===== src/rtl/arp_pkg.sv =====
// arp_pkg: constants and types shared by the ARP receive parser and transmitter
package arp_pkg;
    localparam int          ARP_LENGTH    = 28;
    localparam logic [15:0] HTYPE         = 16'h0001;
    localparam logic [15:0] PTYPE         = 16'h0800;
    localparam logic [7:0]  HLEN          = 8'd6;
    localparam logic [7:0]  PLEN          = 8'd4;
    localparam logic [7:0]  OPER_REQUEST  = 8'd1;
    localparam logic [7:0]  OPER_REPLY    = 8'd2;
    localparam logic [15:0] ETHERTYPE_ARP = 16'h0806;
    localparam int          SHA_OFFSET    = 8;
    localparam int          SPA_OFFSET    = 14;
    localparam int          THA_OFFSET    = 18;
    localparam int          TPA_OFFSET    = 24;

    typedef enum logic [1:0] {IDLE, SEND, ACK} arp_state_t;
endpackage


===== src/rtl/arp_send.sv =====
// arp_send: serialises a 28-byte ARP reply or request payload onto a byte-wide AXI-Stream
module arp_send
    import arp_pkg::*;
(
    input  logic        clk,
    input  logic        reset,
    input  logic [31:0] local_ip_addr,
    input  logic [47:0] local_mac_addr,
    input  logic        reply_req_in,
    input  logic [31:0] remote_ip_addr_in,
    input  logic [47:0] remote_mac_addr_in,
    output logic        arp_reply_ack,
    output logic        reply_ready_out,
    input  logic        req_start_in,
    input  logic [31:0] req_target_ip_in,
    output logic        req_done_out,
    output logic [7:0]  arp_tdata_out,
    output logic        arp_tvalid_out,
    output logic        arp_tlast_out,
    input  logic        arp_tready_in
);
    arp_state_t   state_q, state_d;
    logic [4:0]   cnt_q, cnt_d;
    logic [7:0]   oper_q, oper_d;
    logic [47:0]  sha_q, sha_d, tha_q, tha_d;
    logic [31:0]  spa_q, spa_d, tpa_q, tpa_d;
    logic         done_q, done_d;
    logic         last;
    logic [4:0]   sel;
    logic [255:0] pkt;

    // Whole payload laid out first-byte-most-significant; padded to 32 bytes so any counter value indexes in range
    assign pkt  = {HTYPE, PTYPE, HLEN, PLEN, 8'h00, oper_q, sha_q, spa_q, tha_q, tpa_q, 32'h0};
    assign sel  = 5'(31) - cnt_q;
    assign last = cnt_q == 5'(ARP_LENGTH - 1);

    assign arp_tvalid_out  = state_q == SEND;
    assign arp_tlast_out   = state_q == SEND && last;
    assign arp_tdata_out   = pkt[{sel, 3'b000} +: 8];
    assign arp_reply_ack   = state_q == ACK;
    assign reply_ready_out = state_q == IDLE;
    assign req_done_out    = done_q;

    // Next-state: capture addresses in IDLE, step the byte counter on each handshake, hold ACK until the requester lets go
    always_comb begin
        state_d = state_q;
        cnt_d   = cnt_q;
        oper_d  = oper_q;
        sha_d   = sha_q;
        spa_d   = spa_q;
        tha_d   = tha_q;
        tpa_d   = tpa_q;
        done_d  = 1'b0;
        case (state_q)
            IDLE: begin
                cnt_d = '0;
                if (reply_req_in || req_start_in) begin
                    state_d = SEND;
                    sha_d   = local_mac_addr;
                    spa_d   = local_ip_addr;
                    oper_d  = reply_req_in ? OPER_REPLY : OPER_REQUEST;
                    tha_d   = reply_req_in ? remote_mac_addr_in : 48'h0;
                    tpa_d   = reply_req_in ? remote_ip_addr_in : req_target_ip_in;
                end
            end
            SEND: begin
                if (arp_tready_in) begin
                    cnt_d = last ? 5'd0 : cnt_q + 5'd1;
                    if (last) begin
                        state_d = oper_q == OPER_REPLY ? ACK : IDLE;
                        done_d  = oper_q == OPER_REQUEST;
                    end
                end
            end
            ACK:     state_d = reply_req_in ? ACK : IDLE;
            default: state_d = IDLE;
        endcase
    end

    // State and captured packet fields
    always_ff @(posedge clk) begin
        if (reset) begin
            state_q <= IDLE;
            cnt_q   <= '0;
            oper_q  <= '0;
            sha_q   <= '0;
            spa_q   <= '0;
            tha_q   <= '0;
            tpa_q   <= '0;
            done_q  <= 1'b0;
        end else begin
            state_q <= state_d;
            cnt_q   <= cnt_d;
            oper_q  <= oper_d;
            sha_q   <= sha_d;
            spa_q   <= spa_d;
            tha_q   <= tha_d;
            tpa_q   <= tpa_d;
            done_q  <= done_d;
        end
    end
endmodule


===== config.mk =====
export PLATFORM = sky130hd
export DESIGN_NAME = arp_send
export DESIGN_NICKNAME = d
export VERILOG_FILES = /design/src/rtl/arp_pkg.sv /design/src/rtl/arp_send.sv
export SDC_FILE = /design/constraint.sdc
export NUM_CORES = 1
export LEC_CHECK = 0
export CORE_MARGIN = 10
export CORE_UTILIZATION = 48
export DETAILED_ROUTE_END_ITERATION = 12
export PLACE_DENSITY = 0.8
export SYNTH_ARGS = -nofsm -noshare
export SYNTH_HDL_FRONTEND = slang
export SYNTH_SLANG_ARGS = --single-unit

===== constraint.sdc =====
create_clock -name clk -period 2.28 [get_ports clk]
set_input_delay 0.228 -clock clk [delete_from_list [all_inputs] [get_ports clk]]
set_output_delay 0.228 -clock clk [all_outputs]
set_load 0.05 [all_outputs]

* Word-level counts from Yosys, hierarchy flattened
Index checks and enable logic that the tools add are counted. Widths: inputs -> output; s select.
Operators by class: add/sub/neg operators 2, order comparisons 0, shift-type cells 1, muxes and demuxes 12, bitwise logic cells 3, equal/unequal tests 8, multiply operators 0, divide/modulo/power cells 0, reduce and logical (&&, ||, !) cells 8
Operators by type and width (count):
- $shiftx 256x9->8 | 1
- $mux 48 | 1
- $mux 32 | 1
- $mux 2 | 6
- $mux 5 | 2
- $pmux 5 s2 | 1
- $eq 8x1->1 const B | 1
- $eq 8x2->1 const B | 1
- $ne 2x1->1 const B | 3
- $pmux 2 s3 | 1
- $add 5x1->5 const B | 1
- $eq 5x5->1 const B | 1
- $sub 5x5->5 const A | 1
- $reduce_and 2->1 | 2
- $reduce_or 4->1 | 1
- $not 1->1 | 3
- $reduce_and 3->1 | 1
- $eq 2x1->1 const B | 1
- $eq 2x2->1 const B | 1
- $logic_not 2->1 | 1
- $reduce_bool 2->1 | 1
- $logic_and 1x1->1 | 1
- $logic_or 1x1->1 | 1
Storage, ports and cells: bits of input ports 197, memory bits (writable) 0, word-level logic and storage cells 42, bits in registers 176, ROM bits 0, memories 0, bits in latches 0

* Longest topological paths before layout
depth after elaboration 5, gate-level depth with buffers 8

* Worst setup path before layout
OpenSTA, ideal clock, no wires.
path kind register -> output, start register cnt_q[0], end output arp_tdata_out[4], required time 2.052 ns, cell stages (with the launch flop) 8, slack -0.304 ns, data arrival time 2.356 ns, path through dfxtp_1 -> buf_4 -> buf_2 -> buf_2 -> nor2_1 -> a22oi_1 -> nand3_1 -> o21ai_0
Between the ends: longest elaborated chain between the ends 2
RTL lines:
- start, declared | line arp_send.sv:23 | logic [4:0] cnt_q, cnt_d;
- start signal, assigned | line arp_send.sv:93 | cnt_q <= cnt_d;
- $sub 5x5->5 | line arp_send.sv:34 | assign sel = 5'(31) - cnt_q;
- $shiftx 256x9->8 | line arp_send.sv:39 | assign arp_tdata_out = pkt[{sel, 3'b000} +: 8];
- end, declared | line arp_send.sv:17 | output logic [7:0] arp_tdata_out,
No other way between the ends.

* Worst setup path after layout
start register cnt_q[2], end output arp_tdata_out[7]
The elaborated chain is that of the path after synthesis.

==> results.json <==
{
  "nets": 1229,
  "viasPerCell": 5.691,
  "hold_buffers": 0,
  "wl_met3_microns": 2203,
  "grt_pass1_wl_microns": 37800,
  "ys_seq_area_share_pct": 44.82,
  "maxCapViolCount": 0,
  "wl_met2_microns": 12630,
  "hold_viol": 0,
  "wl_met1_microns": 9791,
  "violations": "negative setup slack",
  "rows": 45,
  "dp.cells": 1210,
  "synth_cells": 843,
  "grt_pass1_vias": 7060,
  "final.period_utilization_pct": 108.5,
  "num_io_pins": 210,
  "synth_top_cells_by_count": "dfxtp_1 (170), nand2_1 (169), a21oi_1 (123), a22oi_1 (85), nor2_1 (55)",
  "htreeDepth": 4,
  "grt_max_degree": 82,
  "peakVddDrop_uv": 561.4,
  "period_needed_ns": 2.475,
  "clk_path_buf_depth": 2,
  "top_layer": "met4",
  "yosysMostFrequentCell": "dfxtp_1",
  "p_total_mw": 7.452,
  "cp.required_ns": 2.05,
  "crit_type": "reg -> out",
  "rsz0062_at_grt": "yes",
  "ys_top_cells_by_area": "dfxtp_1 (45%), a22oi_1 (8.4%), nand2_1 (8.4%)",
  "grt.total_usage_pct": 22.09,
  "syn_nets": 1043,
  "start_util_pct": 49.40,
  "cts_tree": "built",
  "worstSetupEndpointType": "output pin",
  "ant_nets": 0,
  "placed_area_sq_um": 9907,
  "drive_gt1_share_pct": 13.15,
  "min_path_cells": 2,
  "dieArea_sq_um": 21250,
  "drt-initial-drc-count": 745,
  "vias": 7137,
  "area_growth_syn_to_layout_pct": 41.36,
  "synth_edf_count": 0,
  "antenna_found_initial": 1,
  "slew_viol_final": 0,
  "io_buffers": 209,
  "setup_viol": 8,
  "hpwl_microns": 18310,
  "gp_congestion": 0.8557,
  "routed_wl_microns": 25250,
  "r2r_start": "state_q[1]$_SDFFE_PP0P_",
  "hp-class": "in -> reg",
  "yosysTopAreaCell": "dfxtp_1",
  "rr_worst_depth": 5,
  "slew_headroom_pct": 63.33,
  "startpoint_type": "register",
  "critPathMaxFanout": 6,
  "synth_cell_type_count": 37,
  "cts.clk_slew.worst_paths_ns": 0.07,
  "first_pass_iters": 5,
  "cp.arrival_ns": 2.25,
  "min-delay-start": "reset",
  "design_area_sq_um": 10730,
  "wl_per_cell_microns": 20.13,
  "ys_warn_count": 0,
  "synth_area_sq_um": 7594,
  "drcViolationCount": 0,
  "stdcell_count": 1254,
  "fill_cells": 1163,
  "power_density_nw_per_um2": 694.2,
  "synth-main-ff-cell": "dfxtp_1",
  "finClkSkew_ns": 0.005637,
  "ys_ff_latch": 170,
  "clock.fmax_mhz": 404.1,
  "grt_overflow": 0,
  "tightest_slew_ns": 0.5491,
  "fin_ws_ns": -0.1945,
  "core_area_sq_um": 15370,
  "status": "finished with violations",
  "numClockSinks": 170,
  "syn_area_per_cell_sq_um": 9.008,
  "leakage_nw": 4.012,
  "cts_buffers": 17,
  "insertion_delay_ns": 0.43,
  "async_flop_share_pct": 0,
  "die_x_microns": 145.8,
  "synth_top_area_share_pct": 44.82,
  "die_h_microns": 145.8,
  "crit_path_start": "cnt_q[2]$_SDFFE_PP0P_",
  "cts-root-buf": "clkbuf_16"
}
## per-stage QoR
stage	hold slack [ns]	TNS, ns	util, %	setup WS, ns
4_1_cts	0.2318	-1.076	69.04	-0.1707
6_report	0.2546	-1.034	69.83	-0.1945
5_1_grt	0.2534	-1.552	69.83	-0.2378
2_1_floorplan	0.3640	0	-	0.005612
3_3_place_gp	0.4400	0	64.45	0.1201
3_5_place_dp	0.4467	0	64.45	0.04057
## worst max-delay path: stages (launching register included)
cell and delay (ns):
dfxtp_4 0.42, buf_8 0.13, mux4_2 0.50, mux2_2 0.28
a32oi_1 0.18, nand2_1 0.14, buf_6 0.17
## registers in the layout, summed over array words and instances, names as in the netlist
register,flops
cnt_q,5
spa_q,32
oper_q,2
req_done_out,1
state_q,2
sha_q,48
tpa_q,32
tha_q,48
## logic make-up after synthesis
group           Yosys count  synth area share, %
mux                      59                13.20
simple gates            294                17.33
flops                   170                44.82
compound gates          231                18.69
xor+xnor                  4               0.4614
buf+inv                  82                5.009
fa+ha+maj                 3               0.4944
## path summary, 6_finish.rpt
check | end | slack (ns)
max reg2reg | tpa_q[29]$_SDFFE_PP0P_ | 0.48
min reg2reg | sha_q[34]$_SDFFE_PP0P_ | 0.46
min | tha_q[40]$_SDFFE_PP0P_ | 0.25
max | arp_tdata_out[7] | -0.19
## layout make-up
type                    instances  area (sq um)  share of cell area [%]
diodes                          1         2.502                 0.02331
clock buffers                  19         442.9                   4.126
clock inverters                13         143.9                   1.340
inverters                       4         15.01                  0.1399
multi-input cells             591          3895                   36.29
flip-flops and latches        170          3416                   31.82
well taps                     211         264.0                   2.460
repair buffers                245          2555                   23.80
## report_power, final
part	internal [mW]	leakage [nW]	switching [mW]	total, mW
Sequential	3.17	1.40	0.143	3.32
Combinational	0.670	2.33	0.585	1.26
Clock	1.65	0.276	1.23	2.88
Total	5.49	4.01	1.96	7.45
## per-layer routing
layer,up-vias,track usage [%]
met5,-,0
met4,0,6.775
met3,50,7.141
met2,326,38.40
met1,3382,25.14
li1,3379,-
## placed cells by master, fill, tap and decap left out, drive strengths merged, types with 7 or more instances in the layout
| cell | Yosys | layout |
|---|---|---|
| a21oi | 123 | 123 |
| a22oi | 85 | 85 |
| buf | 37 | 47 |
| clkbuf | 41 | 20 |
| clkdlybuf4s50 | 0 | 196 |
| dfxtp | 170 | 170 |
| inv | 4 | 7 |
| mux2 | 7 | 7 |
| mux2i | 21 | 21 |
| mux4 | 31 | 31 |
| nand2 | 169 | 169 |
| nand3 | 11 | 11 |
| nand3b | 32 | 32 |
| nor2 | 55 | 55 |
| nor2b | 10 | 10 |
| o21ai | 10 | 10 |
## timing repair
item / 4_1_cts / 5_1_grt
buffers inserted: 6 / 4
setup endpoints to repair: 9 / 10
gates cloned: 0 / 1
pin swaps: 5 / 3
resized for setup: 28 / 14
(Power assumes the default switching activity.)
